[src/rtl/async_to_sync_rx_if.sv]
// rtl/async_to_sync_rx_if.sv - 4-phase bundled-data input and valid/ready output bundle
interface async_to_sync_rx_if #(
  parameter int DATA_W = 32,
  parameter int DEPTH  = 2
);
  localparam int LVL_W = $clog2(DEPTH + 1);

  logic              req_i;
  logic [DATA_W-1:0] data_i;
  logic              ack_o;
  logic              valid_o;
  logic              ready_i;
  logic [DATA_W-1:0] data_o;
  logic [LVL_W-1:0]  level_o;

  // Producer/consumer side: drives the async request, bundled data and stream ready
  modport master (
    output req_i, data_i, ready_i,
    input  ack_o, valid_o, data_o, level_o
  );

  // Receiver side
  modport slave (
    input  req_i, data_i, ready_i,
    output ack_o, valid_o, data_o, level_o
  );
endinterface

[src/rtl/async_to_sync_rx.sv]
// rtl/async_to_sync_rx.sv - 4-phase bundled-data receiver with req synchronizer and token FIFO
module async_to_sync_rx #(
  parameter int DATA_W      = 32,
  parameter int DEPTH       = 2,
  parameter int SYNC_STAGES = 2
) (
  input  logic              clk_i,
  input  logic              rst_ni,
  async_to_sync_rx_if.slave bus
);
  localparam int PTR_W = (DEPTH > 1) ? $clog2(DEPTH) : 1;
  localparam int LVL_W = $clog2(DEPTH + 1);

  typedef enum logic {
    IDLE     = 1'b0,
    WAIT_RTZ = 1'b1
  } state_e;

  logic [SYNC_STAGES-1:0] sync_q, sync_d;
  state_e                 state_q, state_d;
  logic                   ack_q, ack_d;
  logic [DATA_W-1:0]      mem_q [DEPTH];
  logic [DATA_W-1:0]      mem_d [DEPTH];
  logic [PTR_W-1:0]       wr_ptr_q, wr_ptr_d;
  logic [PTR_W-1:0]       rd_ptr_q, rd_ptr_d;
  logic [LVL_W-1:0]       level_q, level_d;

  logic req_s;
  logic full;
  logic push;
  logic pop;

  assign req_s = sync_q[SYNC_STAGES-1];
  assign full  = (level_q == LVL_W'(DEPTH));
  // Full is judged on the current level only, so a same-cycle pop never frees room for a push
  assign push  = (state_q == IDLE) && req_s && !full;
  assign pop   = (level_q != '0) && bus.ready_i;

  assign bus.ack_o   = ack_q;
  assign bus.valid_o = (level_q != '0);
  assign bus.data_o  = mem_q[rd_ptr_q];
  assign bus.level_o = level_q;

  // Next-state: synchronizer shift, handshake FSM, FIFO storage/pointers/level
  always_comb begin
    sync_d   = {sync_q[SYNC_STAGES-2:0], bus.req_i};
    state_d  = state_q;
    ack_d    = ack_q;
    mem_d    = mem_q;
    wr_ptr_d = wr_ptr_q;
    rd_ptr_d = rd_ptr_q;
    level_d  = level_q;

    case (state_q)
      IDLE: begin
        if (push) begin
          state_d = WAIT_RTZ;
          ack_d   = 1'b1;
        end
      end
      WAIT_RTZ: begin
        if (!req_s) begin
          state_d = IDLE;
          ack_d   = 1'b0;
        end
      end
      default: begin
        state_d = IDLE;
        ack_d   = 1'b0;
      end
    endcase

    if (push) begin
      mem_d[wr_ptr_q] = bus.data_i;
      wr_ptr_d = (wr_ptr_q == PTR_W'(DEPTH - 1)) ? '0 : wr_ptr_q + PTR_W'(1);
    end

    if (pop) begin
      rd_ptr_d = (rd_ptr_q == PTR_W'(DEPTH - 1)) ? '0 : rd_ptr_q + PTR_W'(1);
    end

    case ({push, pop})
      2'b10:   level_d = level_q + LVL_W'(1);
      2'b01:   level_d = level_q - LVL_W'(1);
      default: level_d = level_q;
    endcase
  end

  // State registers; reset clears everything, including stored tokens, without waiting for a clock
  always_ff @(posedge clk_i or negedge rst_ni) begin
    if (!rst_ni) begin
      sync_q   <= '0;
      state_q  <= IDLE;
      ack_q    <= 1'b0;
      wr_ptr_q <= '0;
      rd_ptr_q <= '0;
      level_q  <= '0;
      for (int i = 0; i < DEPTH; i++) begin
        mem_q[i] <= '0;
      end
    end else begin
      sync_q   <= sync_d;
      state_q  <= state_d;
      ack_q    <= ack_d;
      wr_ptr_q <= wr_ptr_d;
      rd_ptr_q <= rd_ptr_d;
      level_q  <= level_d;
      mem_q    <= mem_d;
    end
  end
endmodule

[src/flat_wrapper.sv]
// flat-port wrapper written by rule: the top's interface ports become plain ports
module async_to_sync_rx_flat 
#(
  parameter int DATA_W      = 32,
  parameter int DEPTH       = 2,
  parameter int SYNC_STAGES = 2
)
  (clk_i, rst_ni, bus_req_i, bus_data_i, bus_ready_i, bus_ack_o, bus_valid_o, bus_data_o, bus_level_o);
  async_to_sync_rx_if #(.DATA_W(DATA_W), .DEPTH(DEPTH)) bus_i ();
  input  logic clk_i;
  input  logic rst_ni;
  input wire logic [$bits(bus_i.req_i)-1:0] bus_req_i;
  input wire logic [$bits(bus_i.data_i)-1:0] bus_data_i;
  input wire logic [$bits(bus_i.ready_i)-1:0] bus_ready_i;
  output wire logic [$bits(bus_i.ack_o)-1:0] bus_ack_o;
  output wire logic [$bits(bus_i.valid_o)-1:0] bus_valid_o;
  output wire logic [$bits(bus_i.data_o)-1:0] bus_data_o;
  output wire logic [$bits(bus_i.level_o)-1:0] bus_level_o;
  assign bus_i.req_i = bus_req_i;
  assign bus_i.data_i = bus_data_i;
  assign bus_i.ready_i = bus_ready_i;
  assign bus_ack_o = bus_i.ack_o;
  assign bus_valid_o = bus_i.valid_o;
  assign bus_data_o = bus_i.data_o;
  assign bus_level_o = bus_i.level_o;
  async_to_sync_rx #(.DATA_W(DATA_W), .DEPTH(DEPTH), .SYNC_STAGES(SYNC_STAGES)) u_core (.clk_i(clk_i), .rst_ni(rst_ni), .bus(bus_i));
endmodule
[config.mk]
export PLATFORM = sky130hd
export DESIGN_NAME = async_to_sync_rx_flat
export DESIGN_NICKNAME = d
export VERILOG_FILES = /design/src/rtl/async_to_sync_rx_if.sv /design/src/rtl/async_to_sync_rx.sv /design/src/flat_wrapper.sv
export SDC_FILE = /design/constraint.sdc
export NUM_CORES = 1
export LEC_CHECK = 0
export ABC_AREA = 1
export CAP_MARGIN = 20
export CORE_MARGIN = 10
export CORE_UTILIZATION = 53
export CTS_BUF_LIST = sky130_fd_sc_hd__clkbuf_8
export CTS_CLUSTER_DIAMETER = 60
export DETAILED_ROUTE_END_ITERATION = 8
export HOLD_SLACK_MARGIN = 0.08
export PLACE_DENSITY = 0.84
export SYNTH_ARGS = -nofsm -noshare
export SYNTH_HDL_FRONTEND = slang
export SYNTH_SLANG_ARGS = --single-unit
[constraint.sdc]
create_clock -name clk_i -period 1.5 [get_ports clk_i]
set_input_delay 0.15 -clock clk_i [delete_from_list [all_inputs] [get_ports clk_i]]
set_output_delay 0.15 -clock clk_i [all_outputs]
set_load 0.02 [all_outputs]
==> flow_summary.yaml <==
critical_path:
  timing.reg2reg.setup_slack_ns: 0.08
  critPathMaxFanout: 9
  timing.critical_path.to_type: "output port"
  timing.critical_path.arrival_ns: 1.31
  timing.setup.critical_path_class: "flip-flop to output port"
  worst_ep_required_time_ns: 1.35
  cp-start-kind: "flip-flop"
logic_synthesis:
  post_synth_top_flop: "sky130_fd_sc_hd__dfrtp_1"
  async_reset_ff_share_pct: 100
  mappedNetlistArea_sq_mm: 0.00343
  yosysTopAreaCellShare_pct: 52.5
  cell_type_with_the_largest_total_area_after_synthesis: "sky130_fd_sc_hd__dfrtp_1"
  synth.top_cells.by_count: "237 x sky130_fd_sc_hd__nand2_1, 72 x sky130_fd_sc_hd__dfrtp_1, 65 x sky130_fd_sc_hd__nand4_1"
  synth_warnings: 0
  synth.net_count: 463
  synth_area_leaders: "sky130_fd_sc_hd__dfrtp_1 53%, sky130_fd_sc_hd__nand2_1 26%, sky130_fd_sc_hd__nand4_1 12%"
  synth.most_common_cell: "sky130_fd_sc_hd__nand2_1"
  synth-seq-area-share_pct: 52.5
  number_of_enable_flip_flop_cells_after_synthesis: 0
  synthesis.area_per_instance_sq_um: 8.05
  yosys_register_bits: 72
  distinct_cell_type_count_of_the_synthesized_netlist: 17
  postSynthCellCount: 426
die:
  placementRows: 29
  floorplan.initialDensity_pct: 54.3
  dieWidth_um: 100
  die_height_um: 100
  core_sq_mm: 0.00631
  dieArea_sq_mm: 0.0101
  num_io_pins: 72
drt:
  drt_iter0_markers: 167
  routed_wl_um: 8820
  topmost_layer_with_routed_signal_wires: "met4"
  drc: 0
  route.detailed.vias_per_inst: 5.40
  routed_wire_length_per_instance_um: 15.2
  dr_total_vias: 3125
  first_pass_iters: 4
  detailroute.wirelength.met2_um: 4340
  route.met3.wl_um: 836
  ant_nets: 0
  routedLengthMet1_um: 3510
status:
  status: "completed"
worst_hold_path:
  hold_path.class: "primary input to flip-flop"
timing:
  final.setup.tns_ns: 0
  tightestPinTransition_ns: 0.385
  report.final.setup_viol: 0
  skew_ns: 0.00901
  worst_slew_margin_relative_to_its_limit_pct: 74.3
  min_setup_slack_post_route_ns: 0.0354
  min_period_ns: 1.46
  final_max_slew_viol_count: 0
  grt_setup_unrepaired: "true"
  hold_viol_final: 0
  max_clock_freq_mhz: 683
  min_period_over_period_pct: 97.6
global_route:
  number_of_global_route_vias_before_repair: 3082
  grt_first_pass_wirelength_um: 14400
  grt_start_max_net_pins: 73
  global_route.overflow_total: 0
  initial_antenna_violation_count: 0
  track_usage_pct: 17.4
pwr:
  peakVddDrop_uv: 1260
  p_leak_nw: 2.33
  powerDensity_mw_per_mm2: 2380
place:
  io_buffer_count: 71
  last_weighted_congestion_value_of_the_routability_driven_placer: 0.802
  place_inst: 561
  place_hpwl_um: 6040
  pre_cts_slack_ns: -0.0584
cts:
  latest_clock_arrival_within_the_worst_skew_pair_ns: 0.35
  tritoncts_clock_tree: "yes"
  htree_levels: 3
  root_buffer_selected_by_cts: "sky130_fd_sc_hd__clkbuf_8"
  cts-buffers-inserted: 9
  cts.sinks: 72
  clock_tree.buffer_depth: 2
  clk_transition_reported_paths_ns: 0.07
final_layout:
  finalCoreUtilization_pct: 68.4
  n_antenna_cell: 0
  finish.cell_count_without_fillers: 579
  share_of_post_route_cells_with_drive_strength_above_1_pct: 17.7
  layout-area-overhead-vs-synth_pct: 25.8
  fin_nets: 534
job:
  maxCapViolCount: 0
## critical path, cell delays in order, from the launching register on
cell and delay (ns):
sky130_fd_sc_hd__dfrtp_1 0.41, sky130_fd_sc_hd__buf_4 0.15, sky130_fd_sc_hd__buf_6 0.13, sky130_fd_sc_hd__nand2_1 0.06
sky130_fd_sc_hd__nand2_1 0.06, sky130_fd_sc_hd__buf_2 0.15
## stage by stage
stage	hold slack [ns]	total power, W	area, sq um
after global routing	0.237	0.0111	4320
after detailed placement	0.197	0.00926	4200
after CTS	0.235	0.0100	4240
final	0.242	0.0103	4320
after floorplan	-0.146	0.00692	3440
after global placement	0.205	0.00908	4200
## layout by cell type, fill, tap and decap left out, types with 2 or more instances in the layout
master	synthesis	routed
sky130_fd_sc_hd__inv_1	5	5
sky130_fd_sc_hd__nand3_2	2	2
sky130_fd_sc_hd__nand4_1	65	65
sky130_fd_sc_hd__clkbuf_8	0	10
sky130_fd_sc_hd__buf_12	0	2
sky130_fd_sc_hd__clkinv_4	0	2
sky130_fd_sc_hd__dfrtp_2	0	2
sky130_fd_sc_hd__dlygate4sd2_1	0	3
sky130_fd_sc_hd__inv_2	4	5
sky130_fd_sc_hd__buf_2	17	20
sky130_fd_sc_hd__nand2_2	0	8
sky130_fd_sc_hd__nand2_1	237	229
sky130_fd_sc_hd__dfrtp_1	72	70
sky130_fd_sc_hd__clkdlybuf4s50_1	0	35
sky130_fd_sc_hd__buf_6	7	10
sky130_fd_sc_hd__buf_4	5	23
sky130_fd_sc_hd__o21ai_0	2	2
sky130_fd_sc_hd__clkinv_2	0	3
## per-layer routing
layer,global-route usage (%),vias up
met5,0,-
met4,5.98,0
met3,5.83,17
met2,28.6,134
met1,20.9,1444
li1,-,1530
## where the power goes
group	internal (W)	switching [W]
sequential	0.00289	0.000559
clock	0.000635	0.000708
combinational	0.00200	0.00346
## flip-flops by register name, summed over array words and instances, names as in the netlist
name / flops
u_core.bus.level_o: 2
u_core.state_q: 1
u_core.rd_ptr_q: 1
u_core.bus.ack_o: 1
u_core.wr_ptr_q: 1
u_core.mem_q: 64
u_core.sync_q: 2
## worst paths after layout
| check | startpoint | endpoint | depth (start not counted) |
|---|---|---|---|
| worst min-delay path | bus_req_i | u_core.sync_q[0] | 1 |
| max in group asynchronous | rst_ni | u_core.bus.level_o[0] | 3 |
| min in group asynchronous | rst_ni | u_core.mem_q[4] | 3 |
| worst max-delay path | u_core.rd_ptr_q | bus_data_o[14] | 5 |
| worst max register to register | u_core.bus.level_o[0] | u_core.bus.level_o[1] | 9 |
| worst min register to register | u_core.sync_q[0] | u_core.sync_q[1] | 0 |
## what timing repair did
item	in CTS	in global routing
setup endpoints to repair	35	27
gates resized for setup	133	29
hold buffers	1	0
cloned	0	0
endpoints found under the hold margin	72	0
buffers inserted	1	0
## final cells by class
type,count,area (sq um)
inverter,9,33.8
clock buffer,10,138
fill,528,2000
multi-input combinational,311,1400
clock inverter,6,36.3
sequential,72,1800
tap,77,96.3
timing repair buffer,94,812
## kinds of logic (layout without fill, tap and decap cells)
family | count (synthesis) | count (layout) | share of synthesized area (%)
AO/OA/AOI/OAI | 2 | 2 | 0.292
XOR/XNOR | 1 | 1 | 0.255
adder cells (fa/ha/maj) | 1 | 1 | 0.365
buffers and inverters | 43 | 119 | 7.40
flip-flops | 72 | 72 | 52.5
AND/OR/NAND/NOR | 307 | 307 | 39.2
(Power assumes the default switching activity.)
